===== config.mk =====
export PLATFORM = sky130hd
export DESIGN_NAME = load_store_unit
export DESIGN_NICKNAME = d
export VERILOG_FILES = /design/src/rtl/lsu_pkg.sv /design/src/rtl/lsu_lane_align.sv /design/src/rtl/load_store_unit.sv
export SDC_FILE = /design/constraint.sdc
export NUM_CORES = 1
export LEC_CHECK = 0
export ABC_AREA = 1
export CAP_MARGIN = 20
export CORE_ASPECT_RATIO = 1.2
export CORE_UTILIZATION = 50
export CTS_CLUSTER_DIAMETER = 120
export DETAILED_ROUTE_END_ITERATION = 10
export PLACE_DENSITY = 0.81
export RECOVER_POWER = 50
export SLEW_MARGIN = 0
export SYNTH_ARGS = -nofsm -noshare
export SYNTH_HDL_FRONTEND = slang
export SYNTH_HIERARCHICAL = 1
export SYNTH_SLANG_ARGS = --single-unit

===== constraint.sdc =====
create_clock -name clock -period 4.5 [get_ports clock]
set_input_delay 0.45 -clock clock [delete_from_list [all_inputs] [get_ports clock]]
set_output_delay 0.45 -clock clock [all_outputs]
set_load 0.02 [all_outputs]

===== src/rtl/lsu_pkg.sv =====
// Shared types and constants for the load/store unit and its lane aligner.
package lsu_pkg;

    typedef enum logic [1:0] {
        SIZE_BYTE = 2'd0,
        SIZE_HALF = 2'd1,
        SIZE_WORD = 2'd2
    } size_t;

    typedef enum logic [2:0] {
        IDLE,
        ISSUE,
        CAPTURE,
        WRITE,
        RESP
    } state_t;

    localparam logic MMU_READ  = 1'b0;
    localparam logic MMU_WRITE = 1'b1;

    // Size code 3 has no enum member and is always illegal.
    function automatic logic is_illegal(input logic [1:0] size, input logic [1:0] lane);
        return (size == 2'd3)
            || ((size == SIZE_HALF) && lane[0])
            || ((size == SIZE_WORD) && (lane != 2'd0));
    endfunction

endpackage


===== src/rtl/lsu_lane_align.sv =====
// Combinational lane logic: extracts a loaded sub-word and merges store data
// into a word read back for read-modify-write.
module lsu_lane_align
    import lsu_pkg::*;
(
    input  logic [31:0] word,
    input  logic [31:0] wdata,
    input  logic [1:0]  lane,
    input  logic [1:0]  size,
    input  logic        is_signed,
    output logic [31:0] load_result,
    output logic [31:0] merged_word
);

    logic [4:0]  shift;
    logic [31:0] shifted;
    logic [31:0] lane_mask;

    assign shift   = {lane, 3'b000};
    assign shifted = word >> shift;

    always_comb begin
        load_result = shifted;
        lane_mask   = 32'hFFFF_FFFF;
        case (size)
            SIZE_BYTE: begin
                load_result = {{24{is_signed & shifted[7]}}, shifted[7:0]};
                lane_mask   = 32'h0000_00FF << shift;
            end
            SIZE_HALF: begin
                load_result = {{16{is_signed & shifted[15]}}, shifted[15:0]};
                lane_mask   = 32'h0000_FFFF << shift;
            end
            default: ;
        endcase
        merged_word = (word & ~lane_mask) | ((wdata << shift) & lane_mask);
    end

endmodule


===== src/rtl/load_store_unit.sv =====
// Load/store unit: turns core byte/half/word requests into MMU read/write
// cycles, with read-modify-write for sub-word stores.
module load_store_unit
    import lsu_pkg::*;
(
    input  logic        clock,
    input  logic        reset,
    input  logic        req_valid,
    output logic        req_ready,
    input  logic        req_write,
    input  logic [1:0]  req_size,
    input  logic        req_signed,
    input  logic [31:0] req_addr,
    input  logic [31:0] req_wdata,
    output logic        resp_valid,
    input  logic        resp_ready,
    output logic [31:0] resp_rdata,
    output logic        resp_error,
    output logic [31:0] mmu_address,
    output logic        mmu_mode,
    output logic [31:0] mmu_data_in,
    input  logic [31:0] mmu_data_out
);

    state_t      state;
    logic        lat_write;
    logic        lat_signed;
    logic [1:0]  lat_size;
    logic [1:0]  lat_lane;
    logic [31:0] lat_wdata;
    logic [31:0] load_result;
    logic [31:0] merged_word;
    logic        word_store;

    assign word_store = lat_write && (lat_size == SIZE_WORD);
    assign req_ready  = (state == IDLE);

    // Decoded from the state register so an async reset drops a pending write
    // before the edge that would commit it.
    assign mmu_mode = (((state == ISSUE) && word_store) || (state == WRITE))
                      ? MMU_WRITE : MMU_READ;

    lsu_lane_align u_lane_align (
        .word        (mmu_data_out),
        .wdata       (lat_wdata),
        .lane        (lat_lane),
        .size        (lat_size),
        .is_signed   (lat_signed),
        .load_result (load_result),
        .merged_word (merged_word)
    );

    always_ff @(posedge clock or posedge reset) begin
        if (reset) begin
            state       <= IDLE;
            lat_write   <= 1'b0;
            lat_signed  <= 1'b0;
            lat_size    <= 2'd0;
            lat_lane    <= 2'd0;
            lat_wdata   <= 32'd0;
            resp_valid  <= 1'b0;
            resp_rdata  <= 32'd0;
            resp_error  <= 1'b0;
            mmu_address <= 32'd0;
            mmu_data_in <= 32'd0;
        end else begin
            case (state)
                IDLE: begin
                    if (req_valid) begin
                        lat_write  <= req_write;
                        lat_signed <= req_signed;
                        lat_size   <= req_size;
                        lat_lane   <= req_addr[1:0];
                        lat_wdata  <= req_wdata;
                        resp_rdata <= 32'd0;
                        if (is_illegal(req_size, req_addr[1:0])) begin
                            resp_error <= 1'b1;
                            resp_valid <= 1'b1;
                            state      <= RESP;
                        end else begin
                            resp_error  <= 1'b0;
                            mmu_address <= {2'b00, req_addr[31:2]};
                            if (req_write && (req_size == SIZE_WORD)) begin
                                mmu_data_in <= req_wdata;
                            end
                            state <= ISSUE;
                        end
                    end
                end
                ISSUE: begin
                    if (word_store) begin
                        resp_valid <= 1'b1;
                        state      <= RESP;
                    end else begin
                        state <= CAPTURE;
                    end
                end
                CAPTURE: begin
                    if (lat_write) begin
                        mmu_data_in <= merged_word;
                        state       <= WRITE;
                    end else begin
                        resp_rdata <= load_result;
                        resp_valid <= 1'b1;
                        state      <= RESP;
                    end
                end
                WRITE: begin
                    resp_valid <= 1'b1;
                    state      <= RESP;
                end
                RESP: begin
                    if (resp_ready) begin
                        resp_valid <= 1'b0;
                        state      <= IDLE;
                    end
                end
                default: state <= IDLE;
            endcase
        end
    end

endmodule


==> results of run 1 <==
## area by class of cell
type | instances | area share
clock buffers | 18 | 0.0415
clock inverters | 14 | 0.0131
inverters | 73 | 0.0265
multi-input cells | 881 | 0.371
flip-flops and latches | 137 | 0.324
well taps | 208 | 0.0246
repair buffers | 210 | 0.199
## kinds of logic after synthesis
| group | after synthesis | synth area share |
|---|---|---|
| AND/OR/NAND/NOR | 729 | 0.372 |
| buffers and inverters | 151 | 0.0890 |
| AO/OA/AOI/OAI | 150 | 0.114 |
| flip-flops | 137 | 0.425 |
| other | 1 | 0.000465 |
## worst min-delay path, cell delays in order (launching register included)
cell and delay (ps):
dfrtp_1 340, nand2_1 50, nand2_1 40
## flip-flops by register name (all words and copies together), names as in the netlist
signal       flops
resp_valid       1
lat_signed       1
lat_write        1
lat_size         2
resp_error       1
state            3
resp_rdata      32
lat_wdata       32
mmu_address     30
lat_lane         2
mmu_data_in     32
## Yosys cell counts
master    instances
a21oi_1           2
a21oi_4           2
a31oi_2           1
and2_1            1
buf_1             1
buf_2            30
buf_4            12
buf_6             8
clkbuf_1         24
clkbuf_2          3
conb_1            1
dfrtp_1         137
inv_1            67
inv_2             4
inv_4             2
nand2_1         569
nand2_2           6
nand2_4           3
nand3_1         115
nand3_2           2
nand3_4           1
nand3b_1          2
nand4_1           8
nand4_2           1
nor2_1           16
nor2_2            3
nor2_4            2
o211ai_1         21
o21ai_0          75
o21ai_1          16
o21ai_2           1
o21bai_1         32
## cell usage in the layout, fill, tap and decap left out, types with 3 or more instances in the layout
| master | count |
|---|---|
| nand2_1 | 569 |
| clkinvlp_4 | 3 |
| nor2_2 | 3 |
| nand4_1 | 8 |
| o21ai_0 | 75 |
| nand2_4 | 3 |
| clkdlybuf4s50_1 | 151 |
| buf_4 | 6 |
| dlygate4sd3_1 | 50 |
| o211ai_1 | 21 |
| o21ai_1 | 16 |
| inv_2 | 4 |
| nor2_1 | 16 |
| dfrtp_1 | 137 |
| clkinv_4 | 4 |
| nand3_1 | 115 |
| nand2_2 | 6 |
| inv_1 | 65 |
| inv_6 | 4 |
| clkbuf_16 | 17 |
| o21bai_1 | 32 |
## metrics by stage
stage / hold WS [ps] / area (um^2)
after global routing: 485 / 10600
after floorplan: 442 / 8080
final: 470 / 10600
after global placement: 457 / 9980
after CTS: 475 / 10600
after detailed placement: 459 / 9980
## report_power, final
part / switching, mW / internal, mW
Sequential: 0.407 / 1.77
Combinational: 2.61 / 1.49
Clock: 0.585 / 0.786
Total: 3.60 / 4.04
## metal layers
metal / share of wire / GRT usage
met5: 0 / 0
met4: 0.030 / 0.126
met3: 0.088 / 0.0736
met2: 0.46 / 0.459
met1: 0.42 / 0.385
## worst min path at each step
| stage | to | slack (ps) | cells after the start | start |
|---|---|---|---|---|
| 2_1_floorplan | lat_signed | 440 | 2 | lat_signed |
| 3_3_place_gp | lat_wdata[30] | 460 | 2 | lat_wdata[30] |
| 3_5_place_dp | lat_wdata[29] | 460 | 2 | lat_wdata[29] |
| 4_1_cts | lat_wdata[29] | 470 | 2 | lat_wdata[29] |
| 5_1_grt | lat_wdata[25] | 490 | 2 | lat_wdata[25] |
| 6_report | lat_wdata[29] | 470 | 2 | lat_wdata[29] |
==> impl_results.md, run 1 <==
- Drt wl/cell: 15.4 um
- Reg2Reg Depth: 9
- Final clock skew: 7.25 ps
- Sequential-to-total area share from yosys stat: 0.425
- N_diodes: 0
- MaxCap Viol Count: 1
- Fin crit period: 2960 ps
- Syn avg cell area: 6.91 um^2
- Maximum operating frequency: about 340 MHz
- CTS tree: yes
- Total Routed Length: roughly 24000 um
- Worst Tran Pin Value: 2700 ps
- Hold WC Path Type: reg -> reg
- Violated checks: max-capacitance violations, max-slew violations
- Clk_lat worst skew: ~440 ps
- Pwr Density: 722 nW/um^2
- Slew Viols, Final: approximately 60
- Worst ir drop on vdd: 0.394 mV
- CP Capture Type: flop
- Distinct cells, synth: 32
- RSZ-0062 raised after global routing: no
- Reg2reg setup slack: 1540 ps
- Worst EP arrival: 3330 ps
- CP max stage delay: 890 ps
- Required time worst endpoint: 4870 ps
- Die extent in x: 118 um
- Fin. Hold Viols: 0
- First-pass GRT wire length: 38500 um
- # Post-CTS Setup Buffers: 0
- Final HPWL DP: 16600 um
- R2r startpoint: lat_lane[1]
- WP buf/inv: 1
- Gpl congestion: 0.912
- CP startpoint kind: flop
- CP endpoint: mmu_data_in[22]
- Leading area contributor after synthesis: dfrtp_1
- Worst setup path start: lat_lane[1]
- Core Footprint: 15700 um^2
- Total die area: around 17000 um^2
- Post-synth top area share: 0.425
- Overall power: around 7.6 mW
- Initial Utilization: 0.514
- DR pass1 iterations: 6
- DRC viols: 0
- WP depth: 9
- Final Util: 0.674
- Fin crit share: 0.659
- Top Family by Delay on Critical Path: simple AND/OR/NAND/NOR gates
- Row count: 50
- Clock Path Buffers: 2
- Multi-input gate area: 3930 um^2
- I/O pin cnt: 204
- Status: finished with violations
- Vias in the first global route: 7598
- Clk slew on worst S/H paths: about 60 ps
- Via density: 5.35
- Placed insts: 1507
- Layout cells sized above 1: 0.0525
- # hold bufs at CTS: 0
- Slowest cell on crit path: inv_2
- Cell Count, Final, Fillers Out: 1541
- Clock sinks: 137
- Yosys Warn Count: 6
- Final WS setup: between 1500 and 2000 ps
- Total number of vias: just over 8000
- Tot GR Track Use: 0.293
- DR iter-0 viols: 723
- Synth top area cells: dfrtp_1, nand2_1, nand3_1, o21ai_0, inv_1
- Synth-to-Final Area Change: 31.1%
- Slew headroom: -0.809
- Die Y: 141 um
- Setup tns final: 0 ps
- Port Buffers: 201
- Nets: 1424
- Cells after Synth: 1168
- Synth Cell Area: 8070 um^2
- H-tree levels: 4
- FILL cells: ~1300
- CP dominant cell by count: nand2_1
- Clock root buffer: clkbuf_16
- CTS resizes: 0
- WS Path Type: reg -> reg
- ANT nets after route: 0
- # setup viols final: 0
- Leak pwr: 5.61 nW
- Area occupied by registers: 3430 um^2
- Overflow after GRT: 0
- CP Cell Sequence: inv_2 -> nand4_2 -> nand3_2 -> nand2_1 -> nand2_1 -> nand3_1 -> nand2_1 -> nand2_1 -> nand2_1
- Worst-path fanout max: 57
- Largest net degree at the start of global routing: slightly below 80
- Pre-CTS setup slack: 1340 ps
- FF+latch count, synth: approximately 140
- Antenna violations before repair: 0
- Num CTS Buffers: 17
- Reg2reg end: mmu_data_in[22]
Power figures use the tool's default switching activity.
==> inputs of run 2 (changes only) <==
==> constraint.sdc (replaced) <==
create_clock -name clock -period 3.1 [get_ports clock]
set_input_delay 0.31 -clock clock [delete_from_list [all_inputs] [get_ports clock]]
set_output_delay 0.31 -clock clock [all_outputs]
set_load 0.02 [all_outputs]
==> run 2 against run 1 <==
The run still ends with max-capacitance violations, max-slew violations left; register-to-register slack worse by 850 ps; sequential share of layout area is 0.28 points lower; sequential power is 44% higher; clock skew is 2.5 ps lower; global-route usage is 1.4 points higher; cell area is 0.90% higher; count of clock-buffer cells in the layout is 2 higher; cell count is 0.52% higher; via count is 1.3% higher; hold slack worse by 57 ps; critical path depth is 5 lower; worst setup slack worse by 890 ps; critical path type is now reg -> out.
==> impl_results.md, run 2 (synthesized netlist as in run 1, its figures left out) <==
- Port Buffers: 201 (unchanged)
- Required time worst endpoint: 2790 ps (-2080 ps)
- Drt wl/cell: 16.1 um (+4.9%)
- H-tree levels: 4 (unchanged)
- Regs by FF count: lat_wdata (32), mmu_data_in (32), resp_rdata (32)
- Total Routed Length: 25000 um (+5.4%)
- Worst ir drop on vdd: 0.782 mV (+98%)
- Slowest cell on crit path: clkdlybuf4s50_1
- Hold WC Path Type: in -> reg
- Worst-path fanout max: 37 (-35%)
- Fin crit period: 2450 ps
- Top Family by Delay on Critical Path: buffers and inverters
- R2r startpoint: lat_lane[1]
- CP max stage delay: 680 ps (-210 ps)
- DR pass1 iterations: 6 (unchanged)
- MaxCap Viol Count: 2 (+1)
- Nets: 1432 (+0.56%)
- Row count: 50 (unchanged)
- Clk_lat worst skew: 430 ps (about the same)
- Leak pwr: 5.66 nW (+0.97%)
- Worst Tran Pin Value: 1880 ps (-821 ps)
- Placed cell area: 10100 um^2 (+0.90%)
- Via density: 5.39 (+0.74%)
- Total number of vias: 8351 (+1.3%)
- Clock Path Buffers: 2 (unchanged)
- Die extent in x: 118 um (unchanged)
- Met3 Track Usage GR: 0.0833 (+0.00971)
- # Post-CTS Setup Buffers: 0 (unchanged)
- Most frequent cells in the layout: nand2_1, clkdlybuf4s50_1, dfrtp_1, nand3_1, o21ai_0
- DR iter-0 viols: 756 (+4.6%)
- Core Footprint: 15700 um^2 (unchanged)
- WS Path Type: reg -> out
- CTS tree: yes
- Slew Viols, Final: 139 (+130%)
- RSZ-0062 raised after global routing: no
- Post-Layout Inst Area: 10700 um^2 (+0.90%)
- GR peak layer: met2
- Layout cells sized above 1: 0.0574 (+0.00491)
- Clock root buffer: clkbuf_16
- Overflow after GRT: 0 (unchanged)
- ANT nets after route: 0 (unchanged)
- HP Start: req_addr[4]
- Total die area: 16700 um^2 (unchanged)
- Synth-to-Final Area Change: 32.3%
- CP Capture Type: primary output
- Clk slew on worst S/H paths: 60 ps (about the same)
- Num CTS Buffers: 17 (unchanged)
- CP Cell Sequence: nor2_2 -> nand2_4 -> inv_4 -> clkdlybuf4s50_1
- Final clock skew: 4.77 ps (-2.48 ps)
- Clock sinks: 137 (unchanged)
- DRC viols: 0 (unchanged)
- Worst EP arrival: 2140 ps (-1190 ps)
- Pwr Density: 1070 nW/um^2 (+49%)
- Maximum operating frequency: 408 MHz
- CTS resizes: 0 (unchanged)
- Vias in the first global route: 7876 (+3.7%)
- Setup tns final: 0 ps (unchanged)
- Commonest non-fill, non-tap cell in the layout: nand2_1
- Largest net degree at the start of global routing: 76 (-2.6%)
- First-pass GRT wire length: 40200 um (+4.4%)
- Fin. Hold Viols: 0 (unchanged)
- Final HPWL DP: 17200 um (+3.7%)
- Tot GR Track Use: 0.307 (+0.0141)
- I/O pin cnt: 204 (unchanged)
- Slew headroom: -0.253 (+0.557)
- WP buf/inv: 2 (+1)
- Status: finished with violations
- FILL cells: 1366 (+3.3%)
- CP startpoint kind: flop
- Die Y: 141 um (unchanged)
- Antenna violations before repair: 0 (unchanged)
- Worst setup path start: state[0]
- Gpl congestion: 0.897 (-1.7%)
- Violated checks: max-capacitance violations, max-slew violations
- Met2 usage: 0.486 (+0.0272)
- N_diodes: 0 (unchanged)
- GRT met1 Usage: 0.400 (+0.0153)
- # setup viols final: 0 (unchanged)
- Fin crit share: 0.790
- Area occupied by registers: 3430 um^2 (about the same)
- # hold bufs at CTS: 0 (unchanged)
- Multi-input gate area: 3930 um^2 (unchanged)
- Initial Utilization: 0.514 (unchanged)
## run 2: cell types whose count changed in the layout (fill, tap and decap cells not counted), moves of 2 or more
cell	previous run	this run
buf_4	6	15
buf_8	2	0
bufinv_16	1	5
clkbuf_1	0	2
clkbuf_2	0	2
clkinv_2	1	3
clkinv_4	4	2
inv_6	4	0
## run 2: cell type report
class                      instances  area share
tap                              208      0.0244
timing repair buffer             218       0.200
clock inverter                    12      0.0185
multi-input combinational        881       0.368
inverter                          73      0.0262
sequential                       137       0.321
clock buffer                      20      0.0418
## run 2: path summary, 6_finish.rpt
check                                   to  slack (ps)  depth (start not counted)
hold / removal              mmu_address[2]         410                          3
hold reg to reg             mmu_address[2]         470                          2
min in group asynchronous  mmu_data_in[12]         900                          3
max in group asynchronous      lat_lane[0]         820                          3
setup reg to reg            resp_rdata[29]         690                          7
setup / recovery                 req_ready         650                          4
## run 2: tightest hold or removal path, cell delays in order
cell and delay, ps:
clkdlybuf4s50_1 390, nand2_1 60, nand2_1 40
## run 2: layer usage
metal / vias up / routed length (um)
li1: 4017 / -
met1: 3889 / 10500
met2: 394 / 11700
met3: 51 / 2150
met4: 0 / 728
met5: - / 0
## run 2: through the flow
| step | power (mW) | hold WS (ps) | instances | setup WS [ps] | utilization |
|---|---|---|---|---|---|
| 2_1_floorplan | 7.22 | 427 | 1169 | 1080 | - |
| 6_report | 11.5 | 412 | 1549 | 651 | 0.680 |
| 3_3_place_gp | 9.17 | 457 | 1517 | 887 | 0.641 |
| 4_1_cts | 11.6 | 357 | 1549 | 649 | 0.682 |
| 5_1_grt | 12.3 | 430 | 1549 | 399 | 0.680 |
| 3_5_place_dp | 9.27 | 463 | 1517 | 793 | 0.641 |
## run 2: report_power, final
group	switching, mW	internal, mW
clock network	0.783	1.44
logic	3.91	2.19
registers	0.570	2.57
total	5.27	6.20
==> inputs of run 3 (changes only) <==
==> constraint.sdc (replaced) <==
create_clock -name clock -period 2.55 [get_ports clock]
set_input_delay 0.255 -clock clock [delete_from_list [all_inputs] [get_ports clock]]
set_output_delay 0.255 -clock clock [all_outputs]
set_load 0.02 [all_outputs]
==> run 3 against run 2 <==
The run now ends clean; cell area increased by 0.34%; die area is the same; global-route usage fell by 0.30 points; combinational power increased by 24%; flip-flop and latch count did not move; core utilization grew 0.23 points; sequential power up 20%; non-clock buffer count up 9; clock power increased by 9.9%.
==> impl_results.md, run 3 (synthesized netlist as in run 1, its figures left out) <==
- Status: finished clean
- CP Cell Sequence: buf_4 -> o21ai_0 -> inv_1 -> clkdlybuf4s50_1
- Drt wl/cell: 15.9 um (-1.2%)
- Maximum operating frequency: 428 MHz
- Reg2reg end: mmu_address[7]
- Fin crit share: 0.915
- Nets: 1441 (+0.63%)
- CP Capture Type: primary output
- CP startpoint kind: flop
- Num CTS Buffers: 17 (unchanged)
- Clk_lat worst skew: 420 ps (about the same)
- RSZ-0062 raised after global routing: no
- DR iter-0 viols: 767 (+1.5%)
- Cell Count, Final, Fillers Out: 1558 (+0.58%)
- Total number of vias: 8398 (+0.56%)
- Port Buffers: 201 (unchanged)
- Commonest non-fill, non-tap cell in the layout: nand2_1
- Reg2Reg Depth: 8 (+1)
- Largest net degree at the start of global routing: 67 (-12%)
- Area occupied by registers: 3430 um^2 (unchanged)
- Gpl congestion: 0.945 (+5.3%)
- I/O pin cnt: 204 (unchanged)
- FILL cells: 1314 (-3.8%)
- Die Y: 141 um (unchanged)
- Leak pwr: 5.70 nW (+0.75%)
- HP Start: req_addr[8]
- Multi-input gate area: 3930 um^2 (unchanged)
- R2r startpoint: state[0]
- Vias in the first global route: 7985 (+1.4%)
- Worst setup path start: state[1]
- Pre-CTS setup slack: 491 ps (-302 ps)
- Tot GR Track Use: 0.304 (-0.00296)
- Clock root buffer: clkbuf_16
- Worst-path fanout max: 37 (unchanged)
- Synth-to-Final Area Change: 32.7%
- Pwr Density: 1290 nW/um^2 (+20%)
- Setup tns final: 0 ps (unchanged)
- Reg2reg setup slack: 490 ps (-200 ps)
- DR pass1 iterations: 5 (-1)
- Metal3 WL: 2270 um (+5.8%)
- Slowest cell on crit path: clkdlybuf4s50_1
- Hold WC Path Type: in -> reg
- CP max stage delay: 610 ps (-70 ps)
- Antenna violations before repair: 0 (unchanged)
- Worst ir drop on vdd: 0.775 mV (-0.95%)
- Die extent in x: 118 um (unchanged)
- CTS resizes: 0 (unchanged)
- Most frequent cells in the layout: nand2_1, clkdlybuf4s50_1, dfrtp_1, nand3_1, o21ai_0
- Final HPWL DP: 17600 um (+2.2%)
- Slew headroom: 0.250 (+0.502)
- # Post-CTS Setup Buffers: 0 (unchanged)
- Worst EP arrival: 2080 ps (-60 ps)
- Initial Utilization: 0.514 (unchanged)
- Final clock skew: 4.44 ps (-0.327 ps)
- Met2 wire length: 11600 um (-0.18%)
- Overall power: 13.8 mW (+20%)
- Fin crit period: 2330 ps
- Core Footprint: 15700 um^2 (unchanged)
- Hold Path End: mmu_address[6]
- Row count: 50 (unchanged)
- N_diodes: 0 (unchanged)
- H-tree levels: 4 (unchanged)
- Clock sinks: 137 (unchanged)
- Via density: 5.39 (about the same)
- M1 wire length: 10100 um (-3.4%)
- Uppermost layer routed: met4
- Fin. Hold Viols: 0 (unchanged)
- WHS Path Cells: 3 (unchanged)
- Worst Tran Pin Value: 1130 ps (-754 ps)
- Regs by FF count: lat_wdata (32), mmu_data_in (32), resp_rdata (32)
- Placed insts: 1526 (+0.59%)
- # setup viols final: 0 (unchanged)
- Total die area: 16700 um^2 (unchanged)
- CTS tree: yes
- Overflow after GRT: 0 (unchanged)
- Clock Path Buffers: 2 (unchanged)
- Clk slew on worst S/H paths: 60 ps (about the same)
- Layout cells sized above 1: 0.0637 (+0.00628)
- Total Routed Length: 24800 um (-0.63%)
- First-pass GRT wire length: 40000 um (-0.41%)
- Final WS setup: 216 ps (-435 ps)
- DRC viols: 0 (unchanged)
- MaxCap Viol Count: 0 (-2)
- WS Path Type: reg -> out
- Slew Viols, Final: 0 (-100%)
- Required time worst endpoint: 2300 ps (-490 ps)
- ANT nets after route: 0 (unchanged)
- # hold bufs at CTS: 0 (unchanged)
run 3: worst max-delay path by stage:
stage / to / slack (ps) / depth (start not counted)
6_report: mmu_mode / 220 / 4
5_1_grt: mmu_address[22] / 90 / 3
4_1_cts: mmu_mode / 200 / 4
3_5_place_dp: mmu_address[7] / 490 / 8
3_3_place_gp: mmu_address[0] / 600 / 9
2_1_floorplan: lat_lane[0] / 590 / 1
run 3: final cells by class:
type | instances | area share
tap | 208 | 0.0243
timing repair buffer | 227 | 0.208
multi-input combinational | 881 | 0.367
inverter | 73 | 0.0262
sequential | 137 | 0.320
clock inverter | 14 | 0.0138
clock buffer | 18 | 0.0410
run 3: per-stage QoR:
stage,utilization,hold slack (ps),area (um^2)
finish,0.682,365,10700
global route,0.682,367,10700
CTS,0.685,263,10800
detailed placement,0.648,459,10200
global placement,0.648,457,10200
floorplan,-,372,8080
run 3: critical path, delay by kind of cell, from the launching register on:
| kind | cells | cell delay, ps |
|---|---|---|
| flip-flops | 1 | 350 |
| AO/OA/AOI/OAI | 1 | 220 |
| buffers and inverters | 3 | 1080 |
run 3: routing by layer:
metal,global-route usage,vias to the layer above
li1,-,4042
met1,0.383,3825
met2,0.487,464
met3,0.0761,67
met4,0.151,0
met5,0,-
run 3: where the power goes:
group          switching (mW)  internal [mW]
Clock                   0.985           1.47
Combinational            4.81           2.76
Sequential              0.650           3.13
==> patch 1, RTL diff (flow settings as in run 3) <==
Reset style: synchronous (`reset`), changed in one clocked block. Comments in the files are not updated.
--- a/src/rtl/load_store_unit.sv
+++ b/src/rtl/load_store_unit.sv
@@ -50,7 +50,7 @@
         .merged_word (merged_word)
     );
 
-    always_ff @(posedge clock or posedge reset) begin
+    always_ff @(posedge clock) begin
         if (reset) begin
             state       <= IDLE;
             lat_write   <= 1'b0;
Check against the original RTL: differs if reset is asserted again (counterexample within 4 cycles, from zero or initial values and one cycle with reset high); with reset held inactive, the same outputs for 4 cycles.
==> patch 1 against run 3 <==
- design area down 5.7%
- synthesized area shrank 5.9%
- clock skew grew 0.0083 ns
- routed wire length fell by 6.0%
- sequential cell count unchanged
- global-route usage is 0.64 points lower
- count of clock-buffer cells in the layout down 1
- worst setup slack better by 0.093 ns
Power is not compared: it rests on default switching activity, and its combinational part moved more than twofold at a synthesized area within 25%.
==> patch 1: results <==
export IMPL_nNetsFinal=1471
export IMPL_use_met3_pct=5.27
export IMPL_dp_hpwl_um=16400
export IMPL_syn_inst=1220
export IMPL_drt_total_wl_um=23300
export IMPL_grt_pass1_wl_um=36800
export IMPL_r2r_start="state[0]$_SDFFE_PP0P_"
export IMPL_placed_cells_incl_taps=1552
export IMPL_drive_gt1_share_pct=5.65
export IMPL_post_place_ws_ns=0.448
export IMPL_grt_pass1_vias=7572
export IMPL_final_setup_worst_slack_ns=0.309
export IMPL_post_synth_num_cell_types=29
export IMPL_grt_max_degree=73
export IMPL_skew_ns=0.0128
export IMPL_routedWlPerCell_um=14.7
export IMPL_arrival_ns=1.99
export IMPL_met2_usage_pct=49.7
export IMPL_dpl_cell_area_um2=9530
export IMPL_rr_endpoint="mmu_data_in[1]$_SDFFE_PP0P_"
export IMPL_r2r_setup_slack_ns=0.35
export IMPL_synth_common_cells="nand2_1 (449), nand3_1 (146), dfxtp_1 (137), nor2_1 (111), a21oi_1 (103)"
export IMPL_status="finished, final reports clean"
export IMPL_crit_path_max_fanout=7
export IMPL_viasPerCell=5.31
export IMPL_worst_slew_pin_slew_ns=1.21
==> patch 1: critical path: stages (launching register included) <==
cell	delay, ns
dfxtp_1	0.58
nand3_1	0.17
nand2_1	0.09
nand2_1	0.07
inv_1	0.06
clkdlybuf4s50_1	0.60
==> patch 1: power groups by stage <==
| stage | Sequential (mW) | Combinational [mW] | Clock (mW) |
|---|---|---|---|
| after floorplan | 2.53 | 0.982 | 0 |
| after global placement | 2.45 | 1.63 | 0 |
| after detailed placement | 2.45 | 1.64 | 0 |
| after CTS | 2.40 | 1.66 | 2.58 |
| after global routing | 2.42 | 1.78 | 2.67 |
| final | 2.40 | 1.62 | 2.55 |
==> patch 1: layout make-up <==
type | count | area [µm²]
multi-input cells | 923 | 4070
well taps | 204 | 255
inverters | 71 | 269
repair buffers | 217 | 2160
clock inverters | 15 | 183
fillers | 1350 | 4790
clock buffers | 17 | 425
flip-flops and latches | 137 | 2740
==> patch 1: layer usage <==
layer / vias to the layer above / wire length (µm)
met1: 3811 / 9810
met3: 47 / 1610
li1: 4213 / -
met4: 0 / 682
met5: - / 0
met2: 338 / 11200
==> patch 1: cells by family after synthesis <==
group | synth area share [%]
compound gates | 13.5
buf+inv | 10.2
flops | 36.1
other cells | 0.0494
simple gates | 40.1
==> patch 1: how the worst min path moves through the flow <==
stage	from	to	slack, ns
after global placement	resp_valid$_SDFFE_PP0P_	resp_valid$_SDFFE_PP0P_	0.44
final	req_wdata[30]	lat_wdata[30]$_SDFFE_PP0P_	0.42
after CTS	req_wdata[30]	lat_wdata[30]$_SDFFE_PP0P_	0.42
after floorplan	req_addr[0]	lat_lane[0]$_SDFFE_PP0P_	0.40
after global routing	req_wdata[30]	lat_wdata[30]$_SDFFE_PP0P_	0.45
after detailed placement	resp_valid$_SDFFE_PP0P_	resp_valid$_SDFFE_PP0P_	0.45
==> patch 2, RTL diff (config.mk and constraints of run 3) <==
Without the edit above. The 5 states of `state_t` get a one-hot encoding in 5 bits.
--- a/src/rtl/lsu_pkg.sv
+++ b/src/rtl/lsu_pkg.sv
@@ -7,12 +7,12 @@
         SIZE_WORD = 2'd2
     } size_t;
 
-    typedef enum logic [2:0] {
-        IDLE,
-        ISSUE,
-        CAPTURE,
-        WRITE,
-        RESP
+    typedef enum logic [4:0] {
+        IDLE    = 5'b00001,
+        ISSUE   = 5'b00010,
+        CAPTURE = 5'b00100,
+        WRITE   = 5'b01000,
+        RESP    = 5'b10000
     } state_t;
 
     localparam logic MMU_READ  = 1'b0;
Formal check against the unedited RTL: same outputs for any inputs over 4 cycles, from zero or initial values and one cycle with reset high; so few cycles prove little.
==> patch 2 against run 3 <==
- maximum frequency decreased by 3.9%
- sequential cell count increased by 2
- total power decreased by 5.9%
- worst setup slack got worse by 0.095 ns
- die area decreased by 2.4%
- largest power group unchanged
- worst hold slack improved by 0.0083 ns
- clock skew increased by 0.0022 ns
- routed wire length decreased by 4.9%
- synthesized area decreased by 2.4%
- design area decreased by 1.3%
==> patch 2: results <==
export IMPL_first_pass_iters=6
export IMPL_skew_ns=0.00662
export IMPL_drive_gt1_share_pct=7.69
export IMPL_vdd_drop_max_mv=0.818
export IMPL_cts_made_buffers=17
export IMPL_antenna_found_initial=0
export IMPL_p_leak_nw=5.44
export IMPL_worstHoldPathCells=3
export IMPL_synthArstFlopShare_pct=100
export IMPL_root_buffer="clkbuf_16"
export IMPL_dr_total_vias=7767
export IMPL_synth_area_top_cells="dfrtp_1 (44%), nand2_1 (24%), nand3_1 (5.1%), o21ai_0 (3.8%), inv_1 (2.9%)"
export IMPL_routedWlPerCell_um=16.2
export IMPL_nNetsFinal=1341
export IMPL_fillers=1287
export IMPL_status="finished, final reports clean"
export IMPL_synth_common_cells="nand2_1 (504), dfrtp_1 (138), nand3_1 (81), inv_1 (61), o21ai_0 (60)"
export IMPL_cts_buffer_depth=2
export IMPL_arrival_ns=2.17
export IMPL_dp_hpwl_um=17200
export IMPL_syn_inst=1063
export IMPL_grt_total_usage_pct=30.1
export IMPL_post_cts_buffers=0
export IMPL_max_slew_margin_pct=18.5
export IMPL_grt_pass1_vias=7545
export IMPL_yosys_warnings=6
export IMPL_gp_congestion=0.951
export IMPL_grt_max_degree=68
export IMPL_reg2regPathDepth=8
export IMPL_crit_path_max_fanout=5
export IMPL_drt_total_wl_um=23600
export IMPL_cts_clk_slew_worst_paths_ns=0.06
export IMPL_cpPeakStageDelay_ns=0.67
export IMPL_ys_seq_area_share_pct=44.2
export IMPL_clk_latency_ns=0.43
export IMPL_placed_cells_incl_taps=1422
export IMPL_htreeDepth=4
export IMPL_worst_path_max_delay_cell="clkdlybuf4s50_1"
export IMPL_ctsResizeCount=0
export IMPL_diodes=0
export IMPL_reg_largest_list="lat_wdata x32, mmu_data_in x32, resp_rdata x32"
export IMPL_grt_pass1_wl_um=37500
export IMPL_drt_initial_drc_count=707
export IMPL_portBuffers=201
export IMPL_post_synth_num_cell_types=32
export IMPL_min_path_type="in -> reg"
[patch 2: cell types whose count changed after synthesis, sizes merged, moves of 2 or more]
cell,before,now
clkbuf,27,12
inv,73,67
mux2,0,35
nand2,578,514
nand3,118,85
nand3b,2,0
nand4,9,12
nor2,21,28
o21ai,92,89
o21bai,32,0
[patch 2: final timing paths]
path	from	end	slack (ns)
worst max-delay path	state[2]$_DFFE_PP0P_	mmu_mode	0.12
worst min register to register	mmu_data_in[24]$_DFFE_PP0P_	mmu_data_in[24]$_DFFE_PP0P_	0.46
max in group asynchronous	reset	mmu_data_in[3]$_DFFE_PP0P_	1.03
worst max register to register	state[1]$_DFFE_PP0P_	mmu_data_in[23]$_DFFE_PP0P_	0.28
min in group asynchronous	reset	mmu_data_in[18]$_DFFE_PP0P_	0.70
worst min-delay path	req_addr[11]	mmu_address[9]$_DFFE_PP0P_	0.37
[patch 2: critical path: cells and delay by family (launching register included)]
kind                   cells  cell delay, ns
AO/OA/AOI/OAI              1            0.30
flip-flops                 1            0.43
AND/OR/NAND/NOR            2            0.35
buffers and inverters      1            0.67
[patch 2: through the flow]
stage / setup WS [ns] / power (mW) / util [%] / cell area (µm²)
2_1_floorplan: 0.561 / 8.01 / - / 7890
3_3_place_gp: 0.367 / 10.1 / 65.5 / 9950
3_5_place_dp: 0.258 / 10.2 / 65.5 / 9950
4_1_cts: 0.101 / 13.0 / 69.7 / 10600
5_1_grt: 0.0414 / 13.8 / 69.6 / 10600
6_report: 0.121 / 13.0 / 69.6 / 10600
[patch 2: kinds of logic after synthesis]
group,share of synthesized area [%]
simple gates,34.2
flops,44.2
buf+inv,8.16
compound gates,8.45
mux,5.00
other cells,0.0476
[patch 2: per-layer routing]
metal / track usage, % / up-vias / share of wire [%]
li1: - / 3735 / -
met1: 36.5 / 3571 / 39
met2: 49.6 / 394 / 49
met3: 8.32 / 67 / 8.3
met4: 13.1 / 0 / 3.7
met5: 0 / - / 0
[patch 2: where the power goes]
group	internal, mW	switching [mW]	total [mW]
clock	1.76	0.972	2.73
combinational	2.50	4.04	6.54
sequential	3.06	0.660	3.72
[patch 2: cell type report]
type,instances,area [µm²],area share [%]
sequential,139,3480,32.9
inverter,67,255,2.41
clock inverter,11,194,1.83
multi-input combinational,794,3750,35.4
tap,204,255,2.41
timing repair buffer,218,2190,20.8
clock buffer,20,447,4.22
